[config.mk]
export PLATFORM = sky130hd
export DESIGN_NAME = mem_bridge
export DESIGN_NICKNAME = d
export VERILOG_FILES = /design/src/rtl/mem_bridge_pkg.sv /design/src/rtl/mem_byte_merge.sv /design/src/rtl/mem_bridge.sv
export SDC_FILE = /design/constraint.sdc
export NUM_CORES = 1
export LEC_CHECK = 0
export ABC_AREA = 1
export CORE_MARGIN = 3
export CORE_UTILIZATION = 45
export CTS_CLUSTER_SIZE = 40
export DETAILED_ROUTE_END_ITERATION = 10
export PLACE_DENSITY = 0.78
export SLEW_MARGIN = 30
export SYNTH_ARGS = -nofsm -noshare
export SYNTH_HDL_FRONTEND = slang
export SYNTH_SLANG_ARGS = --single-unit
export TNS_END_PERCENT = 5
[constraint.sdc]
create_clock -name clk -period 7.1 [get_ports clk]
set_input_delay 1.42 -clock clk [delete_from_list [all_inputs] [get_ports clk]]
set_output_delay 1.42 -clock clk [all_outputs]
set_load 0.05 [all_outputs]
[src/rtl/mem_bridge_pkg.sv]
// Shared types and constants for the CPU-to-RAM bridge.
package mem_bridge_pkg;

    typedef enum logic [2:0] {
        IDLE,
        RD_WAIT,
        RMW_WAIT,
        WR,
        DONE
    } state_t;

    localparam logic [3:0] SEL_FULL = 4'b1111;
    localparam logic [3:0] SEL_NONE = 4'b0000;

endpackage

[src/rtl/mem_byte_merge.sv]
// Per-lane byte merge for partial-word stores: lane i comes from new_word when sel[i].
module mem_byte_merge
    import mem_bridge_pkg::*;
(
    input  logic [31:0] old_word_i,
    input  logic [31:0] new_word_i,
    input  logic [3:0]  sel_i,
    output logic [31:0] merged_o
);

    for (genvar i = 0; i < 4; i++) begin : g_lane
        assign merged_o[8*i +: 8] = sel_i[i] ? new_word_i[8*i +: 8] : old_word_i[8*i +: 8];
    end

endmodule

[src/rtl/mem_bridge.sv]
// Adapts the byte-addressed CPU memory port to a word-addressed RAM with a
// 1-cycle registered read; partial stores are done as read-modify-write.
module mem_bridge
    import mem_bridge_pkg::*;
#(
    parameter int DEPTH  = 4096,
    parameter int ADDR_W = 12
) (
    input  logic              clk,
    input  logic              rst,
    input  logic              mem_read,
    input  logic              mem_write,
    input  logic [31:0]       adr_to_mem,
    input  logic [31:0]       data_to_mem,
    input  logic [3:0]        sel_to_mem,
    output logic [31:0]       data_from_mem,
    output logic              mem_busy,
    output logic [ADDR_W-1:0] ram_adr,
    output logic              ram_read_en,
    output logic              ram_write_en,
    output logic [31:0]       ram_wdata,
    input  logic [31:0]       ram_rdata
);

    localparam logic [31:0] DEPTH_W = 32'(DEPTH);

    state_t            state_q;
    logic [ADDR_W-1:0] idx_q;
    logic [31:0]       data_q;
    logic [3:0]        sel_q;
    logic [31:0]       wdata_q;
    logic [31:0]       dout_q;

    logic              idle;
    logic              req;
    logic              in_range;
    logic              sel_full;
    logic              sel_none;
    logic [ADDR_W-1:0] in_idx;
    logic [31:0]       merged;
    logic              unused_adr_lo;

    assign unused_adr_lo = ^adr_to_mem[1:0];

    assign idle     = (state_q == IDLE);
    assign req      = mem_read | mem_write;
    assign in_idx   = adr_to_mem[ADDR_W+1:2];
    assign in_range = ({2'b00, adr_to_mem[31:2]} < DEPTH_W);
    assign sel_full = (sel_to_mem == SEL_FULL);
    assign sel_none = (sel_to_mem == SEL_NONE);

    mem_byte_merge u_merge (
        .old_word_i (ram_rdata),
        .new_word_i (data_q),
        .sel_i      (sel_q),
        .merged_o   (merged)
    );

    // The read strobe must fire in the accept cycle so the RAM's registered
    // read lands in RD_WAIT/RMW_WAIT; hence strobes are decoded, not registered.
    assign ram_read_en  = !rst && idle && in_range &&
                          (mem_write ? (!sel_full && !sel_none) : mem_read);
    assign ram_write_en = !rst && (state_q == WR);
    assign ram_adr      = rst ? '0 : ((idle && req) ? in_idx : idx_q);
    assign ram_wdata    = wdata_q;
    assign data_from_mem = dout_q;
    assign mem_busy     = !rst && ((state_q != IDLE && state_q != DONE) || (idle && req));

    always_ff @(posedge clk or posedge rst) begin
        if (rst) begin
            state_q <= IDLE;
            idx_q   <= '0;
            data_q  <= '0;
            sel_q   <= '0;
            wdata_q <= '0;
            dout_q  <= '0;
        end else begin
            case (state_q)
                IDLE: begin
                    // Write takes priority; a simultaneous read is dropped.
                    if (mem_write) begin
                        idx_q  <= in_idx;
                        data_q <= data_to_mem;
                        sel_q  <= sel_to_mem;
                        if (!in_range || sel_none) begin
                            state_q <= DONE;
                        end else if (sel_full) begin
                            wdata_q <= data_to_mem;
                            state_q <= WR;
                        end else begin
                            state_q <= RMW_WAIT;
                        end
                    end else if (mem_read) begin
                        idx_q <= in_idx;
                        if (!in_range) begin
                            dout_q  <= '0;
                            state_q <= DONE;
                        end else begin
                            state_q <= RD_WAIT;
                        end
                    end
                end
                RD_WAIT: begin
                    dout_q  <= ram_rdata;
                    state_q <= DONE;
                end
                RMW_WAIT: begin
                    wdata_q <= merged;
                    state_q <= WR;
                end
                WR:      state_q <= DONE;
                DONE:    state_q <= IDLE;
                default: state_q <= IDLE;
            endcase
        end
    end

endmodule

* Yosys cells after proc, flatten, opt, wreduce, memory -nomap -nowiden
Index checks and enable logic that the tools add are counted.
** Word-level totals
- Bits in registers :: 115
- Input port bits :: 104
- Output and inout bits :: 79
- Logic and storage cells :: 68
** Operators by class
- $lt $le $gt $ge :: 1
- Equality and inequality tests :: 12
- Muxes and demuxes :: 23
- Bitwise gates (word level) :: 1
- Reduce and logical (&&, ||, !) cells :: 25
** Operators with widths (number)
- 32-bit two-way mux :: 6
- 32-bit one-hot mux with 2 select lines :: 2
- 12-bit two-way mux :: 4
- 8-bit two-way mux :: 4
- 30-bit by 13-bit < comparator with 1-bit output (second input constant) :: 1
- 3-bit two-way mux :: 4
- 2-bit inequality test (second input constant) :: 5
- 3-bit one-hot mux with 3 select lines :: 1
- 1-bit logical AND :: 8
- 4-bit AND reduction :: 2
- 3-bit by 2-bit equality test with 1-bit output (second input constant) :: 2
- 3-bit inequality test (second input constant) :: 2
- 2-bit nonzero test :: 3
- 4-bit equality test (second input constant) :: 1
- 1-bit logical NOT :: 4
- 4-bit logical NOT :: 1
- 2-bit AND reduction :: 2
- 3-bit by 1-bit equality test with 1-bit output (second input constant) :: 1
- 3-bit logical NOT :: 1
- 3-bit nonzero test :: 1
- 1-bit logical OR :: 2
- 1-bit two-way mux :: 2
- 2-bit by 1-bit inequality test with 1-bit output (second input constant) :: 1
- 2-bit OR reduction :: 1
- 1-bit bitwise OR :: 1

* Longest topological paths before layout
- Depth in word-level cells :: 6
- Gate-level depth with buffers :: 10
- Gate-level depth less buffers :: 9

* By module
A second synthesis with hierarchy kept.
** Unflattened totals
- Cell total of the unflattened synthesis :: 736
- Area, all modules :: 5734.2 µm²
** Modules (own cells, without submodules)
- mem_bridge :: instances 1, cells each 632, area each 5313.8 µm², sequential area each 2877.8 µm²
- mem_byte_merge :: instances 1, cells each 104, area each 420.4 µm², sequential area each 0.0 µm²

* Least setup slack after synthesis
Ideal clock, no wire load.
- Kind :: in2out
- From :: in rst
- To :: out ram_write_en
- Arrival :: 4.674 ns
- Data required time :: 5.680 ns
- Setup slack :: 1.006 ns
- Stages :: 3
- Path buffers :: 0
- Path through :: inv_1 -> nand2_1 -> nor2_1
** On the way
- Longest elaborated chain between the ends :: 2
** RTL lines
- start, declared :: RTL line mem_bridge.sv:10 : input logic rst,
- 1-bit logical NOT (no line)
- 1-bit logical AND :: RTL line mem_bridge.sv:63 : assign ram_write_en = !rst && (state_q == WR);
- end, declared :: RTL line mem_bridge.sv:20 : output logic ram_write_en,
Every way passes these cells.

* Worst setup path after layout
- From :: in mem_write
- To :: out ram_adr[0]
** On the way
- Longest elaborated chain between the ends :: 4
** RTL lines
- start, declared :: RTL line mem_bridge.sv:12 : input logic mem_write,
- 1-bit bitwise OR :: RTL line mem_bridge.sv:46 : assign req = mem_read | mem_write;
- 1-bit logical AND :: RTL line mem_bridge.sv:64 : assign ram_adr = rst ? '0 : ((idle && req) ? in_idx : idx_q);
- 12-bit two-way mux (2 in series) :: RTL line mem_bridge.sv:64
- end, declared :: RTL line mem_bridge.sv:18 : output logic [ADDR_W-1:0] ram_adr,
Every way passes these cells.

==> results.md <==
| Group | Item | Reported |
|---|---|---|
| synthesis | Synthesized Nets | 841 |
| clock tree | Clock sink total | 115 |
| floorplanning | Core area | 12110 um2 |
| worst hold path | Launch instance of the worst min-delay path | ram_wdata[27] |
| power | Sequential fraction of design power | 0.306 |
| global route | Global-route wire length before repair | 25220 um |
| worst setup path | Worst flop-to-flop path endpoint | ram_wdata[30] |
| sta | Setup violators final | 0 |
| synthesis | Fraction of registers with async set/reset | 1.000 |
| synthesis | Yosys synthesis warning count | 0 |
| route | Drt wl/cell | 14.13 um |
| floorplanning | Number of standard-cell rows in the floorplan | 40 |
| route | Total detailed-routing wirelength | 15240 um |
| finish | Layout Nets | 1002 |
| power | Peak supply drop | 0.0002539 V |
| clock tree | Clock transition at path regs | 0.05 ns |
| power | Combinational fraction of design power | 0.469 |
| clock tree | Total number of H-tree levels | 4 |
| worst setup path | Crit start category | input pin |
| worst setup path | Worst reg2reg path depth | 7 |
| synthesis | Count of flip-flops with a built-in enable after synthesis | 0 |
| floorplanning | Effective utilization at floorplan | 0.4658 |
| power | Relative contribution of the clock network to total power | 0.225 |
| power | Internal power consumption | 2.006 mW |
| synthesis | Library cell with the largest summed area after synthesis | dfrtp_1 |
| clock tree | Post-CTS Repair Setup Buffers | 0 |
| flow run | Max-cap check violation count | 0 |
| synthesis | Register bit total from synthesis | 115 |
| finish | # fillers | 1035 |
| sta | Total negative slack for setup checks | 0 ns |
| power | Net Sw Power | 1.608 mW |
| clock tree | CTS tree | done |
| clock tree | Root buffer cell | clkbuf_16 |
| clock tree | Latest clock arrival within the worst-skew pair | 0.41 ns |
| route | Detailed-router iteration count before antenna repair | 4 |
| synthesis | Sequential fraction of the synthesis area | 0.5101 |
| clock tree | Hold-fix buffers at CTS | 0 |
| synthesis | Post-synthesis cell area | 5642 um2 |
| synthesis | Top post-synthesis cells by area | dfrtp_1, nand2_1, o21ai_0 |
| sta | Unrepaired setup endpoints after global routing | false |
| finish | Area added between synthesis and finish | 43.11% |
| worst setup path | Worst Path Class, Setup | input pin to primary output |
| worst hold path | Hold WC Path Type | register to register |
| placement | Routability cong. | 0.7493 |
| power | Lkg Pwr | 3.974 nW |
| synthesis | Synthesized area per cell | 7.655 um2 |
| worst setup path | Highest net fanout along the worst path | 36 |
| worst hold path | Worst hold path cell count | 2 |
| sta | Normalized max-slew margin | 0.3969 |
| status | Outcome | finished clean |
| global route | Pin count of the biggest net entering global routing | 73 |
| synthesis | Most frequent cell after synthesis | nand2_1 |
| sta | Hold Violations, Final | 0 |
| route | Number of remaining DRC errors | 0 |
| worst setup path | R2R setup slack | 4.37 ns |
| floorplanning | Die Ht | 118.0 um |
| route | Per-cell via count in the routed design | 4.861 |
| finish | Post-layout utilization of the core | 0.6666 |
| worst setup path | Arrival time worst endpoint | 3.94 ns |
| power | Switching portion of total power | 0.4450 |
| synthesis | Count of cell types in the netlist | 26 |
| floorplanning | Top Ports | 183 |
| floorplanning | Horizontal extent of the die | 118.0 um |
| route | Detailed Route Iter0 Violations | 341 |
| sta | Final Cycle Share | 0.7549 |
| sta | Max Clock Skew | 0.008980 ns |
| power | PwrDens | 447.7 nW/um2 |
| sta | Max-slew violation count | 0 |
| global route | GR Overflow Total | 0 |
| floorplanning | Full die area | 13920 um2 |
| finish | Multi-input logic area | 2186 um2 |
| global route | GRT Total Usage | 0.2237 |
| worst setup path | Element type at the critical path end | primary output |
| sta | Maximum clock frequency | 186.6 MHz |
| sta | Final critical-path required period | 5.359 ns |
| placement | IO Port Bufs | 180 |
| synthesis | Top-area cell type share of the netlist area | 0.5101 |
| finish | Share of layout cells above drive strength 1 | 0.07033 |
| route | Vias post-DR | 5240 |
| synthesis | Top_reg_cell synth | dfrtp_1 |
| global route | Vias in the first global route | 5088 |
| finish | Total area of sequential cells | 2878 um2 |
| clock tree | Clock Tree Buf Depth | 2 |
| synthesis | Most used standard cells in the synthesized netlist | nand2_1, dfrtp_1, o21ai_0 |
| global route | Number of antenna violations at the first check in global routing | 0 |
| synthesis | Synth Instances | 737 |
| worst setup path | Required time of the critical path | 5.68 ns |
| clock tree | Total CTS buffers | 17 |
| route | Residual antenna-violating net count after detailed routing | 0 |
| clock tree | Number of cells upsized or downsized after cts | 0 |
| sta | Worst Tran Pin Value | 0.9025 ns |
| worst hold path | End point of the worst hold path | ram_wdata[27] |
| worst setup path | Startpoint of the worst-slack reg-to-reg timing path | state_q[1] |
| placement | HPWL Detailed | 9730 um |
| finish | Inserted Diodes | 0 |
-- power by group through the flow --
stage / logic (mW) / clock network [mW] / registers [mW]
CTS: 1.71 / 0.826 / 1.11
global placement: 1.65 / 0 / 1.10
finish: 1.69 / 0.813 / 1.11
global route: 1.82 / 0.857 / 1.14
floorplan: 0.728 / 0 / 1.52
detailed placement: 1.69 / 0 / 1.11
-- flip-flops by register name, summed over array words and instances (netlist names) --
name / flops
data_from_mem: 32
data_q: 32
idx_q: 12
ram_wdata: 32
sel_q: 4
state_q: 3
-- stage by stage --
stage,setup WS [ns],std cells,power (mW),instance area (um2),hold WS (ns)
after floorplan,1.006,737,2.251,5642,0.4529
after global placement,1.755,1045,2.752,7472,0.4527
after detailed placement,1.766,1047,2.805,7505,0.4574
after CTS,1.722,1078,3.638,8073,0.4699
after global routing,1.586,1078,3.823,8074,0.4852
final,1.741,1078,3.614,8074,0.4661
-- final cells by class --
type	count	share of cell area
Clock inverter	4	0.005579
Sequential cell	115	0.3564
Timing Repair Buffer	185	0.2297
Tap cell	168	0.02603
Clock buffer	27	0.06478
Inverter	99	0.04680
Multi-Input combinational cell	480	0.2707
-- worst max-delay path, stage by stage --
cell,delay (ns)
clkdlybuf4s50_1,0.60
nor2_1,0.12
nor2_4,0.51
or2_2,0.21
inv_1,0.05
a211oi_1,0.16
clkdlybuf4s50_1,0.86
-- placed cells by master (no fill, tap or decap) --
master / count
inv_4: 2
inv_2: 2
nand3_2: 1
nor2_2: 1
and2_0: 1
clkbuf_8: 6
clkdlybuf4s50_1: 180
nor2_1: 18
nand2_2: 9
nor3_1: 1
a211oi_1: 13
and3_1: 1
nor2_4: 2
o21ai_4: 1
a21oi_2: 1
inv_1: 94
bufinv_16: 1
buf_4: 3
clkinv_2: 4
o21ai_0: 103
nand4_1: 34
nand2_1: 266
or2_0: 1
dfrtp_1: 115
a21oi_1: 12
or2_2: 12
clkbuf_16: 17
nand3_1: 3
buf_8: 2
clkbuf_1: 4
-- kinds of logic (layout without fill, tap and decap cells) --
logic type	count (synthesis)	after routing	share of synthesized area
simple gates	350	350	0.2624
buf+inv	142	315	0.1038
flops	115	115	0.5101
compound gates	130	130	0.1238
-- per-layer routing --
metal,vias to the layer above,global-route usage,share of wire
li1,2646,-,-
met1,2416,0.2854,0.45
met2,165,0.3679,0.48
met3,13,0.06920,0.065
met4,0,0.06447,0.0097
met5,-,0,0
-- how the worst max path moves through the flow --
stage / start / endpoint / cells after the start
detailed placement: mem_write / ram_adr[2] / 7
CTS: mem_write / ram_adr[2] / 7
global placement: mem_write / ram_adr[2] / 7
floorplan: rst / ram_write_en / 3
global route: mem_write / ram_adr[9] / 7
finish: mem_write / ram_adr[0] / 7
No activity file was read; power rests on OpenSTA's default activity.
